--- src/rtl/irq_pending_controller.sv ---
// irq_pending_controller
//
// Latches rising edges on four level request lines into a pending vector,
// then presents the highest-priority unmasked pending request to a consumer
// as an (irq_valid, irq_id) pair. The presented id is held until the
// consumer acknowledges it. The acknowledge clears that pending bit.
//
// Ports:
//   clk       rising-edge clock for all state
//   rst_n     asynchronous active-low reset
//   req_in    level request lines; bit 3 has the highest priority
//   mask      per-line mask; a masked line is still latched but never selected
//   irq_ack   consumer acknowledge for the presented id
//   irq_valid a selected request is being presented
//   irq_id    encoded index of the presented request
//   pending   registered pending-request vector
//   ovf       one-cycle pulse when a request edge is lost on an already-pending line
module irq_pending_controller (
    input  logic       clk,
    input  logic       rst_n,
    input  logic [3:0] req_in,
    input  logic [3:0] mask,
    input  logic       irq_ack,
    output logic       irq_valid,
    output logic [1:0] irq_id,
    output logic [3:0] pending,
    output logic       ovf
);

    localparam logic [0:0] IDLE    = 1'b0;
    localparam logic [0:0] PRESENT = 1'b1;

    logic [0:0] state;
    logic [3:0] req_d;
    logic [3:0] req_edge;
    logic [3:0] clr;
    logic [3:0] eligible;
    logic [1:0] sel_id;

    assign req_edge = req_in & ~req_d;
    assign eligible = pending & ~mask;

    // Only an acknowledge of a request that is being presented clears a bit.
    // An acknowledge while idle is therefore ignored.
    always_comb begin
        clr = 4'b0000;
        if (state == PRESENT && irq_ack) begin
            clr[irq_id] = 1'b1;
        end
    end

    // Fixed-priority select: the highest set bit wins.
    always_comb begin
        sel_id = 2'd0;
        if (eligible[3]) begin
            sel_id = 2'd3;
        end else if (eligible[2]) begin
            sel_id = 2'd2;
        end else if (eligible[1]) begin
            sel_id = 2'd1;
        end else begin
            sel_id = 2'd0;
        end
    end

    // A new edge wins over a same-cycle clear. The new edge counts as lost only
    // if the bit is already pending and is not being cleared in this cycle.
    always_ff @(posedge clk or negedge rst_n) begin
        if (!rst_n) begin
            req_d   <= 4'b0000;
            pending <= 4'b0000;
            ovf     <= 1'b0;
        end else begin
            req_d   <= req_in;
            pending <= (pending & ~clr) | req_edge;
            ovf     <= |(req_edge & pending & ~clr);
        end
    end

    // The id is captured once on grant and then frozen until acknowledge.
    // Later arrivals or mask changes therefore cannot disturb it.
    always_ff @(posedge clk or negedge rst_n) begin
        if (!rst_n) begin
            state     <= IDLE;
            irq_valid <= 1'b0;
            irq_id    <= 2'd0;
        end else begin
            case (state)
                IDLE: begin
                    if (eligible != 4'b0000) begin
                        irq_id    <= sel_id;
                        irq_valid <= 1'b1;
                        state     <= PRESENT;
                    end else begin
                        irq_valid <= 1'b0;
                    end
                end
                PRESENT: begin
                    if (irq_ack) begin
                        irq_valid <= 1'b0;
                        state     <= IDLE;
                    end
                end
                default: begin
                    state     <= IDLE;
                    irq_valid <= 1'b0;
                end
            endcase
        end
    end

endmodule

--- config.mk ---
export PLATFORM = sky130hd
export DESIGN_NAME = irq_pending_controller
export DESIGN_NICKNAME = d
export VERILOG_FILES = /design/src/rtl/irq_pending_controller.sv
export SDC_FILE = /design/constraint.sdc
export NUM_CORES = 1
export LEC_CHECK = 0
export CAP_MARGIN = 20
export CORE_MARGIN = 10
export CORE_UTILIZATION = 43
export DETAILED_ROUTE_END_ITERATION = 16
export GPL_TIMING_DRIVEN = 0
export PLACE_DENSITY_LB_ADDON = 0.15
export SLEW_MARGIN = 30
export SYNTH_ARGS = -nofsm -noshare
export SYNTH_HDL_FRONTEND = slang
export SYNTH_SLANG_ARGS = --single-unit
--- constraint.sdc ---
create_clock -name clk -period 1.18 [get_ports clk]
set_input_delay 0.177 -clock clk [delete_from_list [all_inputs] [get_ports clk]]
set_output_delay 0.177 -clock clk [all_outputs]
set_load 0.005 [all_outputs]
==> parameters.txt <==
Parameter                              Value

Status
  Outcome ... finished, violations left
  Failing checks ... setup timing

Synthesis
  Cell area after synthesis ... 593.1 sq um
  Mapped Nets ... 61
  Number of distinct standard cells referenced by the synthesized netlist ... 24
  Synth Instances ... 50
  Synthesized flop and latch total ... 13
  Synth warn ... 0
  Sequential cell area fraction in the yosys report ... 54.85%
  Syn avg cell area ... around 12 sq um

Setup path
  Slowest cell delay on critical path ... 0.41 ns
  Path depth of the worst reg2reg path ... 4
  Worst EP arrival ... around 1.4 ns
  Largest delay contributor family on the critical path ... compound AO/OA/AOI/OAI gates
  Endpoint of the lowest-slack register-to-register path ... ovf$_DFF_PN0_
  Cells along the critical path ... buf_6 > and4b_1 > o32ai_2 > o221ai_2
  Critical Path Source Type ... flop
  Reg-to-reg startpoint ... irq_id[0]$_DFFE_PN0P_
  CP Buf/Inv Count ... 1
  Capturing element type of the critical path ... flop
  Worst Path Required ... between 1 and 1.5 ns
  Worst Path Max Fanout ... 5
  Setup slack of the worst register-to-register path ... -0.09 ns
  Slowest cell on crit path ... sky130_fd_sc_hd__dfrtp_2
  Type of the worst setup path ... flop to flop

CTS
  Clock-pin slew on the worst setup and hold paths ... around 0.080 ns
  Clock Tree Root ... sky130_fd_sc_hd__clkbuf_4
  Clock Path Buffers ... 2
  Cts bufs inserted ... 3
  Total clock sinks ... 13
  CTS tree ... done
  H-tree depth reported by CTS ... 1
  Clk Latency, worst-skew pair ... roughly 0.28 ns
  Number of buffers inserted for hold repair after clock tree synthesis ... 0

Timing
  Slew margin rel. ... about 62%
  Final critical delay including setup and external delays ... 1.274 ns
  Worst Skew ... approximately 0.0015 ns
  Endpoints failing setup ... 3
  Post-route fraction of the period consumed by the critical path ... 108.0%
  Count of final hold-check violations ... 0
  Max Slew Vio Count ... 0
  Upper clock frequency limit ... 785.0 MHz
  Worst Tran Pin Value ... about 0.57 ns
  Setup slack of the critical path after layout ... -0.09394 ns
  Setup repair after global routing missed its margin ... yes

Route
  Vias after detailed routing ... 503
  Detailed-route DRC error count ... 0
  Detailed Route Iter0 Violations ... 8
  Via density ... 5.295
  Number of nets still failing antenna checks after routing ... 0
  Average routed wire per standard cell ... roughly 16 um
  Total Routed Length ... 1539 um
  Router iterations before antenna repair ... 4

Worst hold path
  Hold Path Class ... input port to asynchronous set/reset pin

Floorplanning
  Horizontal die dimension ... between 50 and 60 um
  Floorplan Core Area ... about 1300 sq um
  Initial core utilization ... a little under half
  Std cell rows ... 13
  Die H ... 57.14 um
  Area of the die ... about 3300 sq um
  Number of placed I/O pins ... 19

Place
  Routability congestion estimate from global placement ... about 0.72
  Number of cells in the design after placement ... just over 80
  Count of input and output buffers ... 18
  Post-DP HPWL ... roughly 1100 um

Finish
  NumNets Final ... around 90
  Relative area change from synthesis to final layout ... 56.12%
  Diodes inserted ... 0
  Number of cells in the finished layout apart from fillers ... 95
  Commonest non-fill, non-tap cell in the layout ... sky130_fd_sc_hd__dfrtp_1
  Ratio of cells with drive above 1 in the final layout ... a little under a third
  Utilization after layout ... ~71%
  Top library cells by usage in the layout, fill and taps aside ... sky130_fd_sc_hd__dfrtp_1, sky130_fd_sc_hd__clkdlybuf4s50_1, sky130_fd_sc_hd__buf_4

Power
  Maximum vdd ir drop ... around 0.0011 V
  PwrDens ... 2009 nW/um^2
  Overall power after layout ... 1.860 mW
  Leakage ... between 0.4 and 0.5 nW

Global route
  Global-route wire length before repair ... 2490 um
  Antenna violations before repair ... 0
  Number of global-route vias before repair ... 534
  Overflow left after global routing ... 0
  Gr usage total ... roughly a tenth
  Largest net degree at the start of global routing ... 14

Flow run
  Max-cap violations ... 0
[metal layers]
metal	global-route usage [%]	share of wire [%]	vias to the layer above
li1	-	-	242
met1	10.20	41	244
met2	15.35	52	14
met3	3.982	5.8	3
met4	6.711	1.9	0
met5	0	0	-
[worst max-delay path by stage]
stage	from	to	slack (ns)	cells after the start
after global placement	irq_ack	ovf$_DFF_PN0_	-0.24	4
after detailed placement	req_in[3]	ovf$_DFF_PN0_	-0.27	4
after floorplan	pending[2]$_DFF_PN0_	ovf$_DFF_PN0_	0.07	3
after CTS	irq_id[0]$_DFFE_PN0P_	ovf$_DFF_PN0_	-0.09	4
final	irq_id[0]$_DFFE_PN0P_	ovf$_DFF_PN0_	-0.09	4
after global routing	irq_id[0]$_DFFE_PN0P_	ovf$_DFF_PN0_	-0.14	4
[timing repair]
| item | CTS | global route |
|---|---|---|
| pin swaps | 1 | 3 |
| buffers inserted | 8 | 0 |
| gates resized for setup | 17 | 9 |
| endpoints found under the setup margin | 11 | 8 |
[sequential cells by signal, indices dropped and copies added (netlist names)]
register / count
irq_valid: 1
state: 1
irq_id: 2
req_d: 4
ovf: 1
pending: 4
[stage by stage]
step                setup WS (ns)  hold WS, ns  instance area (sq um)  TNS (ns)
floorplan                 0.07141      -0.1186                  593.1         0
global route              -0.1440       0.2954                  925.9   -0.2843
detailed placement        -0.2703       0.4738                  792.0    -1.075
global placement          -0.2410       0.4568                  792.0   -0.9230
CTS                      -0.08651       0.2712                  894.6  -0.08651
finish                   -0.09394       0.2578                  925.9  -0.09891
[report_power, final]
| group | internal [mW] | switching (mW) | leakage, nW | total [mW] |
|---|---|---|---|---|
| Combinational | 0.537 | 0.399 | 0.264 | 0.936 |
| Sequential | 0.578 | 0.0719 | 0.143 | 0.650 |
| Clock | 0.131 | 0.143 | 0.0150 | 0.274 |
[cell families after synthesis]
| logic type | share of synthesized area, % |
|---|---|
| simple gates | 21.31 |
| flops | 54.85 |
| compound gates | 18.35 |
| mux | 1.688 |
| buf+inv | 3.797 |
[synthesized netlist by cell type, drive strengths merged]
library cell,number,share of area (%)
dfrtp,13,55
o21ai,5,4.2
nor2b,4,4.2
inv,3,1.9
nand2,3,1.9
nand2b,3,3.2
and3b,2,3.0
o31ai,2,2.5
a21oi,1,0.84
and4b,1,1.7
buf,1,1.9
mux2i,1,1.7
nand3,1,1.7
nand3b,1,1.3
nor2,1,0.63
nor4,1,2.1
nor4bb,1,1.7
o21ba,1,1.7
o21bai,1,1.3
o221ai,1,2.5
o22ai,1,1.1
o2bb2ai,1,1.5
o32ai,1,2.7
[final cells by class]
type                            count  area (sq um)
Buffer                              1         11.26
Timing Repair Buffer               26         244.0
Tap cell                           15         18.77
Multi-Input combinational cell     33         287.8
Clock buffer                        4         26.28
Fill cell                         102         375.4
Sequential cell                    13         326.6
Inverter                            3         11.26
Power figures use the tool's default switching activity.
